**config.mk**
```make
export PLATFORM = sky130hd
export DESIGN_NAME = alu
export DESIGN_NICKNAME = d
export VERILOG_FILES = /design/src/rtl/alu_pkg.sv /design/src/rtl/alu_shifter.sv /design/src/rtl/alu.sv
export SDC_FILE = /design/constraint.sdc
export NUM_CORES = 1
export LEC_CHECK = 0
export ABC_CLOCK_PERIOD_IN_PS = 4000
export BUFFER_PORTS_ARGS = -buffer_cell sky130_fd_sc_hd__buf_2
export CORE_MARGIN = 2
export CORE_UTILIZATION = 40
export CTS_CLUSTER_DIAMETER = 100
export DETAILED_ROUTE_END_ITERATION = 16
export PLACE_DENSITY = 0.59
export SETUP_SLACK_MARGIN = 0.4
export SYNTH_ARGS = -nofsm -noshare
export SYNTH_HDL_FRONTEND = slang
export SYNTH_HIERARCHICAL = 1
export SYNTH_SLANG_ARGS = --single-unit
export TNS_END_PERCENT = 1
```
**constraint.sdc**
```tcl
create_clock -name clk -period 4 [get_ports clk]
set_input_delay 0.8 -clock clk [delete_from_list [all_inputs] [get_ports clk]]
set_output_delay 0.8 -clock clk [all_outputs]
set_load 0.02 [all_outputs]
```
**src/rtl/alu_pkg.sv**
```systemverilog
// Shared ALU encodings: operation classes and the 3-bit op codes within each class.
package alu_pkg;

    localparam logic [2:0] TYPE_ARITH = 3'd0;
    localparam logic [2:0] TYPE_SHIFT = 3'd1;
    localparam logic [2:0] TYPE_LOAD  = 3'd2;

    localparam logic [2:0] OP_ADD = 3'd0;
    localparam logic [2:0] OP_ADC = 3'd1;
    localparam logic [2:0] OP_SUB = 3'd2;
    localparam logic [2:0] OP_SBC = 3'd3;
    localparam logic [2:0] OP_AND = 3'd4;
    localparam logic [2:0] OP_OR  = 3'd5;
    localparam logic [2:0] OP_XOR = 3'd6;
    localparam logic [2:0] OP_NOT = 3'd7;

    localparam logic [2:0] OP_SHR  = 3'd0;
    localparam logic [2:0] OP_SHL  = 3'd1;
    localparam logic [2:0] OP_ASHR = 3'd2;
    localparam logic [2:0] OP_ROR  = 3'd3;
    localparam logic [2:0] OP_ROL  = 3'd4;

    localparam logic [2:0] OP_LD   = 3'd0;
    localparam logic [2:0] OP_LDL  = 3'd1;
    localparam logic [2:0] OP_LDH  = 3'd2;
    localparam logic [2:0] OP_SWP  = 3'd3;
    localparam logic [2:0] OP_LDLI = 3'd4;
    localparam logic [2:0] OP_LDHI = 3'd5;
    localparam logic [2:0] OP_LDLZ = 3'd6;
    localparam logic [2:0] OP_LDHZ = 3'd7;

endpackage

```
**src/rtl/alu_shifter.sv**
```systemverilog
// Combinational single-bit shift/rotate unit; rotates pass through the carry flag.
module alu_shifter
    import alu_pkg::*;
#(
    parameter int unsigned WIDTH = 16
) (
    input  logic [WIDTH-1:0] operand,
    input  logic             carry_in,
    input  logic [2:0]       operation,
    output logic [WIDTH-1:0] result_c,
    output logic             carry_c
);

    always_comb begin
        result_c = operand;
        carry_c  = 1'b0;
        case (operation)
            OP_SHR: begin
                result_c = operand >> 1;
                carry_c  = operand[0];
            end
            OP_SHL: begin
                result_c = operand << 1;
                carry_c  = operand[WIDTH-1];
            end
            OP_ASHR: begin
                result_c = {operand[WIDTH-1], operand[WIDTH-1:1]};
                carry_c  = operand[0];
            end
            OP_ROR: begin
                result_c = {carry_in, operand[WIDTH-1:1]};
                carry_c  = operand[0];
            end
            OP_ROL: begin
                result_c = {operand[WIDTH-2:0], carry_in};
                carry_c  = operand[WIDTH-1];
            end
            default: begin
                result_c = operand;
                carry_c  = 1'b0;
            end
        endcase
    end

endmodule

```
**src/rtl/alu.sv**
```systemverilog
// Single-cycle registered ALU: arithmetic/logic, shift/rotate and byte-load ops with flags.
// Optional macro ALU_OVERFLOW_EN adds the registered signed-overflow flag overflowOut.
module alu
    import alu_pkg::*;
#(
    parameter int unsigned WIDTH = 16
) (
    input  logic             clk,
    input  logic             reset,
    input  logic [WIDTH-1:0] operand1,
    input  logic [WIDTH-1:0] operand2,
    input  logic             carryIn,
    input  logic [2:0]       operationType,
    input  logic [2:0]       operation,
    output logic [WIDTH-1:0] result,
    output logic             carryOut,
    output logic             zeroOut,
    output logic             negativeOut
`ifdef ALU_OVERFLOW_EN
    ,
    output logic             overflowOut
`endif
);

    localparam int unsigned XW = WIDTH + 1;

    logic [WIDTH-1:0] shift_result_c;
    logic             shift_carry_c;
    logic             arith_cin_c;
    logic [XW-1:0]    sum_c;
    logic [XW-1:0]    diff_c;
    logic [WIDTH-1:0] res_c;
    logic             carry_c;

    alu_shifter #(.WIDTH(WIDTH)) u_shifter (
        .operand   (operand1),
        .carry_in  (carryIn),
        .operation (operation),
        .result_c  (shift_result_c),
        .carry_c   (shift_carry_c)
    );

    // ADC and SBC are the odd arithmetic codes; only they consume the incoming carry.
    assign arith_cin_c = carryIn & operation[0];
    assign sum_c       = {1'b0, operand1} + {1'b0, operand2} + XW'(arith_cin_c);
    assign diff_c      = {1'b0, operand1} - {1'b0, operand2} - XW'(arith_cin_c);

    always_comb begin
        res_c   = operand1;
        carry_c = 1'b0;
        case (operationType)
            TYPE_ARITH: begin
                case (operation)
                    OP_ADD, OP_ADC: begin
                        res_c   = sum_c[WIDTH-1:0];
                        carry_c = sum_c[WIDTH];
                    end
                    OP_SUB, OP_SBC: begin
                        res_c   = diff_c[WIDTH-1:0];
                        carry_c = diff_c[WIDTH];
                    end
                    OP_AND:  res_c = operand1 & operand2;
                    OP_OR:   res_c = operand1 | operand2;
                    OP_XOR:  res_c = operand1 ^ operand2;
                    default: res_c = ~operand1;
                endcase
            end
            TYPE_SHIFT: begin
                res_c   = shift_result_c;
                carry_c = shift_carry_c;
            end
            TYPE_LOAD: begin
                // Byte loads build a 16-bit value; anything above bit 15 is zero.
                case (operation)
                    OP_LD:            res_c = operand1;
                    OP_LDL, OP_LDLI:  res_c = WIDTH'({operand2[15:8], operand1[7:0]});
                    OP_LDH, OP_LDHI:  res_c = WIDTH'({operand1[7:0], operand2[7:0]});
                    OP_SWP:           res_c = WIDTH'({operand1[7:0], operand1[15:8]});
                    OP_LDLZ:          res_c = WIDTH'({8'h00, operand1[7:0]});
                    default:          res_c = WIDTH'({operand1[7:0], 8'h00});
                endcase
            end
            default: begin
                res_c   = operand1;
                carry_c = 1'b0;
            end
        endcase
    end

    always_ff @(posedge clk) begin
        if (reset) begin
            result      <= '0;
            carryOut    <= 1'b0;
            zeroOut     <= 1'b0;
            negativeOut <= 1'b0;
        end else begin
            result      <= res_c;
            carryOut    <= carry_c;
            zeroOut     <= (res_c == '0);
            negativeOut <= res_c[WIDTH-1];
        end
    end

`ifdef ALU_OVERFLOW_EN
    logic add_ovf_c;
    logic sub_ovf_c;
    logic ovf_c;

    assign add_ovf_c = (operand1[WIDTH-1] == operand2[WIDTH-1]) && (sum_c[WIDTH-1]  != operand1[WIDTH-1]);
    assign sub_ovf_c = (operand1[WIDTH-1] != operand2[WIDTH-1]) && (diff_c[WIDTH-1] != operand1[WIDTH-1]);

    always_comb begin
        ovf_c = 1'b0;
        if (operationType == TYPE_ARITH) begin
            case (operation)
                OP_ADD, OP_ADC: ovf_c = add_ovf_c;
                OP_SUB, OP_SBC: ovf_c = sub_ovf_c;
                default:        ovf_c = 1'b0;
            endcase
        end else if (operationType == TYPE_SHIFT && operation == OP_SHL) begin
            ovf_c = operand1[WIDTH-1] ^ operand1[WIDTH-2];
        end
    end

    always_ff @(posedge clk) begin
        if (reset) overflowOut <= 1'b0;
        else       overflowOut <= ovf_c;
    end
`endif

endmodule

```
==> run_results.csv <==
group,metric,value,unit
yosys,ys_warn_count,6,
sta,slew_viol_final,0,
min_path,hold_depth,2,
floorplanning,dieArea,13600,um2
route,firstDrtPassIters,6,
job,maxCapViolations,0,
finish,final_util,47.9,%
yosys,synth_nets,799,
global_routing,grt_pass1_vias,5401,
sta,setup_viol,0,
yosys,synth-main-ff-cell,"dfxtp_1",
global_routing,grt_use_total,27.7,%
route,drc_errors,0,
cts,clk_pin_slew,0.05,ns
critical_path,critPathCaptureType,"flip-flop",
yosys,avgSynthCellArea,7.33,um2
critical_path,crit_start,"operand2[0]",
floorplanning,rows,41,
route,first_iter_violations,785,
sta,whs,0.952,ns
finish,multi_input_area,4340,um2
place,gp_congestion,0.975,
critical_path,critical_path_class,"input port to flip-flop",
cts,cts_hold_buf,0,
outcome,status,"finished, final reports clean",
global_routing,overflow,0,
min_path,hold_path.class,"input port to flip-flop",
cts,ctsLongestPathBuffers,2,
power,ir_drop,0.000123,V
cts,cts_tree,"built",
floorplanning,fp.dieH,117,um
finish,areaGrowthSynthToFinish,18.1,%
floorplanning,core,12500,um2
place,dp_cells,925,
cts,htreeDepth,1,
finish,final_nets,871,
route,wirelength,19100,um
place,place_ws,0.132,ns
cts,clock-sinks,18,
critical_path,cp_max_fo,4,
finish,fin_area,5990,um2
cts,root_buffer,"clkbuf_16",
yosys,synth_area,5070,um2
critical_path,critPathLaunchType,"input port",
floorplanning,fp.dieW,117,um
sta,max-slew-margin-rel,55.1,%
place,hpwlAfterDp,14800,um
sta,timing.setup.tns,0,ns
min_path,min_from,"reset",
finish,drive_above_1_share,23.7,%
critical_path,required,4.14,ns
yosys,synth.yosys.seq_area_share,7.10,%
yosys,synthArstFlopShare,0,%
power,p_leak,2.67,nW
route,ant_nets,0,
yosys,synth_cells,692,
power,power.density,217,nW/um2
finish,fillers,1304,
cts,numCtsBuffers,3,
sta,hold_viol_final,0,
power,total_power,1.30,mW
sta,fmax,0.283,GHz
route,vias,5783,
global_routing,antenna_found_initial,0,
place,placed_cell_area,5710,um2
finish,regArea,360,um2
yosys,ys_types,76,
global_routing,grt_max_degree,76,
finish,fin_cells,935,
sta,grt_setup_unrepaired,"yes",
critical_path,cp.arrival,3.67,ns
floorplanning,start_util,40.5,%
route,vias_per_cell,6.19,
global_routing,grt_pass1_wl,29600,um
sta,worst_pin_slew,0.673,ns
route,avgRoutedWirePerCell,20.4,um
yosys,synth-edff-count,0,
sta,setup_slack,0.468,ns
sta,timing.final.crit_share,88.3,%
yosys,ys_ff_latch,18,
place,port_buffers,59,
sta,period_needed,3.53,ns
finish,diodes,0,
floorplanning,io_pins,60,
-- registers in the layout, indices dropped and copies added, names as in the netlist --
| register | cells |
|---|---|
| result | 16 |
| zeroOut | 1 |
| carryOut | 1 |
-- placed cells by master (no fill, tap or decap), types with 18 or more instances in the layout --
cell type,synthesis,layout
o21ai_0,35,33
inv_1,61,58
nand2_1,34,32
a211oi_1,23,21
nor3_1,23,23
buf_4,3,56
nor2_1,53,53
dfxtp_1,18,18
a21oi_1,61,58
nor2b_1,29,29
ha_1,62,59
buf_2,17,57
o21a_1,20,20
-- cells in the mapped netlist (18+ instances only) --
cell type	number	share of area (%)
nand2_1	34	2.5
a211oi_1	23	3.4
nor2b_1	29	3.6
inv_1	61	4.5
nor3_1	23	2.3
dfxtp_1	18	7.1
ha_1	62	15
o21a_1	20	3.0
o21ai_0	35	3.5
nor2_1	53	3.9
a21oi_1	61	6.0
clkbuf_1	19	1.4
-- power by group --
group / internal [mW] / leakage [nW] / total [mW] / switching (mW)
clock network: 0.152 / 0.0442 / 0.216 / 0.0642
logic: 0.364 / 2.48 / 0.889 / 0.525
registers: 0.194 / 0.149 / 0.198 / 0.00357
total: 0.710 / 2.67 / 1.30 / 0.593
-- what timing repair did --
action / in CTS / in global routing
endpoints found under the setup margin: 2 / 4
pin swaps: 2 / 16
buffers inserted: 1 / 5
gates resized for setup: 2 / 30
-- cell type report --
cell class	count	area share (%)
clock buffers	4	1.48
inverters	62	3.88
multi-input cells	563	72.5
flip-flops and latches	18	6.01
well taps	172	3.59
repair buffers	116	12.5
-- worst paths after layout --
kind | end | slack [ns]
min | result[1] | 0.95
max | carryOut | 0.47
-- layer usage --
| layer | track usage (%) | wire [um] | vias up |
|---|---|---|---|
| met5 | 0 | 0 | - |
| met4 | 8.78 | 718 | 0 |
| met3 | 3.48 | 1680 | 52 |
| met2 | 44.2 | 8310 | 314 |
| met1 | 38.8 | 8400 | 2737 |
| li1 | - | - | 2680 |
-- cell families (layout without fill, tap and decap cells) --
group,Yosys count,in the layout,share of synthesized area [%]
buf+inv,111,182,10.2
fa+ha+maj,66,66,16.9
simple gates,195,195,20.4
flops,18,18,7.10
xor+xnor,20,20,3.45
mux,23,23,4.91
compound gates,259,259,37.1
-- critical path, cell delays in order --
cell      delay, ns
buf_2          0.12
inv_1          0.09
fa_1           0.47
fa_2           0.40
o211ai_1       0.25
a21oi_1        0.15
o41ai_2        0.42
o21ai_1        0.16
a21o_1         0.21
a21oi_1        0.17
xnor2_1        0.13
nand2_1        0.07
a32o_1         0.21
Note: power is estimated with default switching activity, not from simulation.
